### src/rtl/pipe_ctrl_pkg.sv
// pipe_ctrl_pkg: shared MDU cycle counts, unused-operand marker and MDU state encoding
package pipe_ctrl_pkg;
   localparam logic [3:0] MULT_CYCLES = 4'd5;
   localparam logic [3:0] DIV_CYCLES  = 4'd10;
   localparam logic [1:0] TUSE_NONE   = 2'd3;
   typedef enum logic {MDU_IDLE = 1'b0, MDU_BUSY = 1'b1} mdu_state_e;
endpackage

### src/rtl/mdu_busy_cnt.sv
// mdu_busy_cnt: tracks multiply/divide occupancy with a down-counter so D-stage MDU ops can wait
module mdu_busy_cnt
   import pipe_ctrl_pkg::*;
(
   input  logic clk,
   input  logic reset,
   input  logic start_i,
   input  logic is_div_i,
   input  logic req_i,
   output logic busy_o
);
   mdu_state_e state_q, state_d;
   logic [3:0] cnt_q, cnt_d;
   // state and counter registers; reset overrides any start or flush
   always_ff @(posedge clk) begin
      if (reset) begin
         state_q <= MDU_IDLE;
         cnt_q   <= '0;
      end else begin
         state_q <= state_d;
         cnt_q   <= cnt_d;
      end
   end
   // a flushed start never launches; a running operation ignores new starts and flushes
   always_comb begin
      state_d = state_q;
      cnt_d   = cnt_q;
      if (state_q == MDU_BUSY) begin
         state_d = (cnt_q > 4'd1) ? MDU_BUSY : MDU_IDLE;
         cnt_d   = (cnt_q > 4'd1) ? cnt_q - 4'd1 : 4'd0;
      end else if (start_i && !req_i) begin
         state_d = MDU_BUSY;
         cnt_d   = is_div_i ? DIV_CYCLES : MULT_CYCLES;
      end
   end
   assign busy_o = (state_q == MDU_BUSY);
endmodule

### src/rtl/pipe_stall_ctrl.sv
// pipe_stall_ctrl: D-stage stall/flush control from Tuse/Tnew hazards and MDU occupancy
// Optional MDU stall tracking is enabled by defining PIPE_MDU_STALL_EN.
module pipe_stall_ctrl
   import pipe_ctrl_pkg::*;
(
   input  logic       clk,
   input  logic       reset,
   input  logic       Req,
   input  logic [4:0] D_rs_addr,
   input  logic [4:0] D_rt_addr,
   input  logic [1:0] D_Tuse_rs,
   input  logic [1:0] D_Tuse_rt,
   input  logic [4:0] E_A3,
   input  logic [4:0] M_A3,
   input  logic [1:0] E_Tnew,
   input  logic [1:0] M_Tnew,
   input  logic       D_is_md,
   input  logic       E_md_start,
   input  logic       E_md_is_div,
   output logic       stall,
   output logic       PC_EN,
   output logic       F_D_REG_EN,
   output logic       D_E_REG_clr,
   output logic       md_busy
);
   logic rs_stall, rt_stall, data_stall, md_stall;
   // an unused operand (TUSE_NONE) can never be outrun by a 2-bit Tnew, so the gate only makes intent explicit
   assign rs_stall = (D_rs_addr != 5'd0) && (D_Tuse_rs != TUSE_NONE) &&
                     ((E_A3 == D_rs_addr && E_Tnew > D_Tuse_rs) || (M_A3 == D_rs_addr && M_Tnew > D_Tuse_rs));
   assign rt_stall = (D_rt_addr != 5'd0) && (D_Tuse_rt != TUSE_NONE) &&
                     ((E_A3 == D_rt_addr && E_Tnew > D_Tuse_rt) || (M_A3 == D_rt_addr && M_Tnew > D_Tuse_rt));
   assign data_stall = rs_stall || rt_stall;
`ifdef PIPE_MDU_STALL_EN
   mdu_busy_cnt u_mdu (
      .clk      (clk),
      .reset    (reset),
      .start_i  (E_md_start),
      .is_div_i (E_md_is_div),
      .req_i    (Req),
      .busy_o   (md_busy)
   );
   assign md_stall = D_is_md && (E_md_start || md_busy);
`else
   logic unused_md;
   assign unused_md = ^{clk, reset, D_is_md, E_md_start, E_md_is_div};
   assign md_busy   = 1'b0;
   assign md_stall  = 1'b0;
`endif
   // a pending flush must let the PC load the handler, so it overrides any hold
   assign stall       = !Req && (data_stall || md_stall);
   assign PC_EN       = !stall;
   assign F_D_REG_EN  = !stall;
   assign D_E_REG_clr = Req || stall;
endmodule

### config.mk
export PLATFORM = sky130hd
export DESIGN_NAME = pipe_stall_ctrl
export DESIGN_NICKNAME = d
export VERILOG_FILES = /design/src/rtl/pipe_ctrl_pkg.sv /design/src/rtl/mdu_busy_cnt.sv /design/src/rtl/pipe_stall_ctrl.sv
export SDC_FILE = /design/constraint.sdc
export NUM_CORES = 1
export LEC_CHECK = 0
export CAP_MARGIN = 20
export CORE_AREA = 2 2 41 43
export DETAILED_ROUTE_END_ITERATION = 10
export DIE_AREA = 0 0 43 45
export PLACE_DENSITY = 0.8
export SETUP_SLACK_MARGIN = 0.1
export SYNTH_ARGS = -nofsm -noshare
export SYNTH_HDL_FRONTEND = slang
export SYNTH_SLANG_ARGS = --single-unit
### constraint.sdc
create_clock -name vclk -period 2.89
set_input_delay 0.7225 -clock vclk [all_inputs]
set_output_delay 0.7225 -clock vclk [all_outputs]
set_load 0.01 [all_outputs]
==> Word level (Yosys, flattened, before mapping) <==
Index checks and enable logic that the tools add are counted.
{ "totals": {"regBits": 0, "latch_bits": 0, "ramBits": 0, "romBits": 0, "in_bits": 34, "out_inout_bits": 5, "elab_cells": 27, "mem_count": 0} }
{ "classes": {"n_addsub": 0, "n_mul": 0, "div": 0, "n_lt_le_gt_ge": 4, "n_eq_ne": 6, "n_shift": 0, "muxes": 0, "n_bitwise": 0, "reduce_logical": 17} }
{ "ops": {"columns": ["operator", "count"], "rows": [
  ["$eq 5x5->1", 4],
  ["$reduce_bool 5->1", 2],
  ["$logic_and 1x1->1", 9],
  ["$gt 2x2->1", 4],
  ["$logic_or 1x1->1", 4],
  ["$ne 2x2->1 const B", 2],
  ["$logic_not 1->1", 2]
]} }

==> Longest topological paths before layout <==
{ "depth": {"word_depth": 7, "mapped_depth": 8} }

==> Worst setup path after synthesis <==
OpenSTA, ideal clock, no wires.
{ "synth_path": {"path_kind": "input to output", "from": "in D_Tuse_rt[1]", "to": "out PC_EN", "arrival_time_ns": 2.019, "required_ns": 2.168, "setup_slack_ns": 0.149, "path_stages": 8, "path_buffers": 1, "cell_sequence": "inv_1 ha_1 nand2_1 nand4_1 nor4_2 o221ai_2 a21o_1 buf_4"} }
{ "synth_between": {"elab_chain_len": 7, "elab_cells_between_ends": 11, "classes_between": "order compare (2); eq/ne (1); reduce/logical (8)"} }
{ "synth_rtl": {"columns": ["item", "line", "source"], "rows": [
  ["from (decl)", "pipe_stall_ctrl.sv:12", "input logic [1:0] D_Tuse_rt,"],
  ["$gt 2x2->1", "pipe_stall_ctrl.sv:31", "((E_A3 == D_rt_addr && E_Tnew > D_Tuse_rt) || (M_A3 == D_rt_addr && M_Tnew > D_Tuse_rt));"],
  ["$logic_and 1x1->1", "pipe_stall_ctrl.sv:31", null],
  ["$logic_or 1x1->1", "pipe_stall_ctrl.sv:31", null],
  ["$logic_and 1x1->1 (*)", "pipe_stall_ctrl.sv:30", "assign rt_stall = (D_rt_addr != 5'd0) && (D_Tuse_rt != TUSE_NONE) &&"],
  ["$logic_or 1x1->1 (*)", "pipe_stall_ctrl.sv:32", "assign data_stall = rs_stall || rt_stall;"],
  ["$logic_and 1x1->1 (*)", "pipe_stall_ctrl.sv:50", "assign stall = !Req && (data_stall || md_stall);"],
  ["$logic_not 1->1 (*)", null, null],
  ["to (decl)", "pipe_stall_ctrl.sv:21", "output logic PC_EN,"]
]} }
Mark *: on every way between the ends. The rest lies on a longest branch, timed or not.

==> Final worst setup path <==
{ "layout_path": {"from": "in E_A3[3]", "to": "out PC_EN"} }
{ "layout_between": {"elab_chain_len": 7, "elab_cells_between_ends": 11, "classes_between": "eq/ne (2); reduce/logical (9)"} }
{ "layout_rtl": {"columns": ["item", "line", "source"], "rows": [
  ["from (decl)", "pipe_stall_ctrl.sv:13", "input logic [4:0] E_A3,"],
  ["$eq 5x5->1, on equally long branches", "pipe_stall_ctrl.sv:29, pipe_stall_ctrl.sv:31", null],
  ["$logic_and 1x1->1, on equally long branches", "pipe_stall_ctrl.sv:29, pipe_stall_ctrl.sv:31", null],
  ["$logic_or 1x1->1, on equally long branches", "pipe_stall_ctrl.sv:29, pipe_stall_ctrl.sv:31", null],
  ["$logic_and 1x1->1, on equally long branches", "pipe_stall_ctrl.sv:28, pipe_stall_ctrl.sv:30", null],
  ["$logic_or 1x1->1 (*)", "pipe_stall_ctrl.sv:32", null],
  ["$logic_and 1x1->1 (*)", "pipe_stall_ctrl.sv:50", null],
  ["$logic_not 1->1 (*)", "pipe_stall_ctrl.sv:51", "assign PC_EN = !stall;"]
]} }
Marked as above.

==> results <==
## critical path, delay by kind of cell
family                    cells  cell delay, ps
buffers and inverters         3             540
AOI/OAI and AO/OA             2             370
xor gates and xnor gates      1             170
and+or+nand+nor               1             320
## cells by family (layout without fill, tap and decap cells)
group,Yosys count,count (layout),share of synthesized area (%)
simple gates,16,16,19.4
buf+inv,9,50,8.53
fa+ha+maj,8,8,20.7
compound gates,10,10,14.5
other cells,1,1,0.774
xor+xnor,20,20,36.2
## timing repair
action | in CTS | in global routing
pin swaps | 18 | 10
gates resized for setup | 82 | 26
buffers inserted | 2 | 0
endpoints found under the setup margin | 4 | 4
## layout by cell type (no fill, tap or decap), drive strengths merged
master	synthesis	layout
a2111oi	1	1
a21o	1	1
a21oi	4	4
a22oi	1	1
buf	2	21
clkbuf	0	4
clkdlybuf4s15	0	3
clkdlybuf4s50	0	2
conb	1	1
dlygate4sd2	0	13
ha	8	8
inv	7	7
nand2	4	4
nand3	1	1
nand3b	1	1
nand4	3	3
nor2	1	1
nor2b	1	1
nor3	1	1
nor4	3	3
o21ai	2	2
o221ai	1	1
or4	1	1
xnor2	13	13
xor2	7	7
## worst max path at each step
stage / from / endpoint / cells past startpoint
global placement: D_Tuse_rt[1] / stall / 9
floorplan: D_Tuse_rt[1] / PC_EN / 8
detailed placement: D_Tuse_rt[1] / stall / 9
global route: E_Tnew[1] / PC_EN / 9
CTS: D_Tuse_rs[1] / PC_EN / 10
finish: E_A3[3] / PC_EN / 7
## power groups by stage
stage	Combinational (uW)	Clock [uW]	Sequential, uW
floorplan	50.1	0	0
global placement	118	0	0
detailed placement	122	0	0
CTS	129	0	0
global route	152	0	0
finish	140	0	0
## area by class of cell
type | instances | area (um2) | share of cell area (%)
Tap cell | 16 | 20.0 | 2.01
Multi-Input combinational cell | 55 | 606 | 60.7
Inverter | 7 | 33.8 | 3.39
Timing Repair Buffer | 43 | 338 | 33.9
## stage by stage
step                      TNS [ps]  power, uW
after floorplan                  0       50.1
after global placement       -2900        118
after detailed placement     -3120        122
after CTS                    -28.1        129
after global routing         -57.9        152
final                            0        140
## metal layers
layer  wire length (um)  global-route usage (%)  part of all wire [%]
met1                613                    19.3                    39
met2                850                    37.0                    54
met4                  0                       0                     0
met3                107                   0.800                   6.8
met5                  0                       0                     0
==> flow_summary.toml <==
[layout]
clock_buffers = 0
final_cell_area_um2 = 997
nFillCells = 137
instances_no_fill = 121
seq_area_um2 = 0
n_antenna_cell = 0
seq_cell_count = 0
final_util_pct = 67.8
final_nets = 149
syn2layout_area_growth_pct = 106
drive_above_1_share_pct = 44.8

[grt]
grt.overflow.total = 0
grt_max_degree = 4
grt_usage_pct = 17.1
antenna_found_initial = 0
grt_pass1_vias = 612
grt_pass1_wl_um = 2590

[route]
dr.first_iter.drc_count = 3
routed_wl_um = 1570
vias = 595
drt-vias-per-instance = 4.92
routedWlPerCell_um = 13.0
first_pass_iters = 2
drc_errors = 0
postRouteAntennaNets = 0

[timing]
rsz0062_at_grt = "true"
hold_viol = 0
clock.fmax_mhz = 352
post-route-period-util_pct = 98.4
setup_viol = 0
postLayoutSetupSlackWorst_ps = 45.9
whs_ps = 1890
drv_slew = 0
post-route-min-period_ps = 2840

[yosys]
post-synth-top-area-fraction_pct = 23.5
syn_area_per_cell_um2 = 7.57
ys_seq_area_share_pct = 0
synth_area_leaders = "xnor2_1, ha_1, xor2_1"
synth_fp_nets = 106
ys.warnings.count = 0
syn-cell-area_um2 = 484
yosysMostFrequentCell = "xnor2_1"
syn_inst = 64
yosysTopAreaCell = "xnor2_1"
yosysUniqueCellTypes = 23
synthTopCellsByCount = "xnor2_1, ha_1, inv_1, xor2_1"

[worst_setup_path]
crit_fanout = 3
cp.required_ps = 2170
cp-start-kind = "input pin"
slowest_stage = "nor4_4"
crit_path_end_kind = "output pin"
path_cells = "dlygate4sd2_1, buf_4, xor2_1, nor4_4, o221ai_4, a21o_1, buf_2"
worstPathArrival_ps = 2120
slowest_delay_ps = 320
worst-setup-path-type = "in -> out"

[die]
initial_utilization_pct = 32.9
dieWidth_um = 43
die_area_mm2 = 0.00194
core_mm2 = 0.00147
row_count = 14
ios = 39
die_h_um = 45

[pwr]
internal-power_uw = 74.4
power_density_mw_per_mm2 = 141
p_leak_uw = 0.000396
pwr-share-clk_pct = 0
p_sw_uw = 65.7
pwr-share-comb_pct = 100.0
power_frac_seq_pct = 0
p_sw_share_pct = 46.9
ir_worst_vdd_uv = 67.2

[place]
portBuffers = 33
place_area_um2 = 880
place_congestion = 0.739
pre_cts_ws_ps = -801
place_inst = 119
dp_hpwl_um = 1270

[job]
maxCapViolCount = 0

[min_path]
hold_end = "stall"
hp-class = "in -> out"
hold_start = "D_Tuse_rt[1]"
whs_path_depth = 5

[clock_tree]
postCtsHoldBufs = 0

[run_status]
status = "finished clean"
Power figures use the tool's default switching activity.
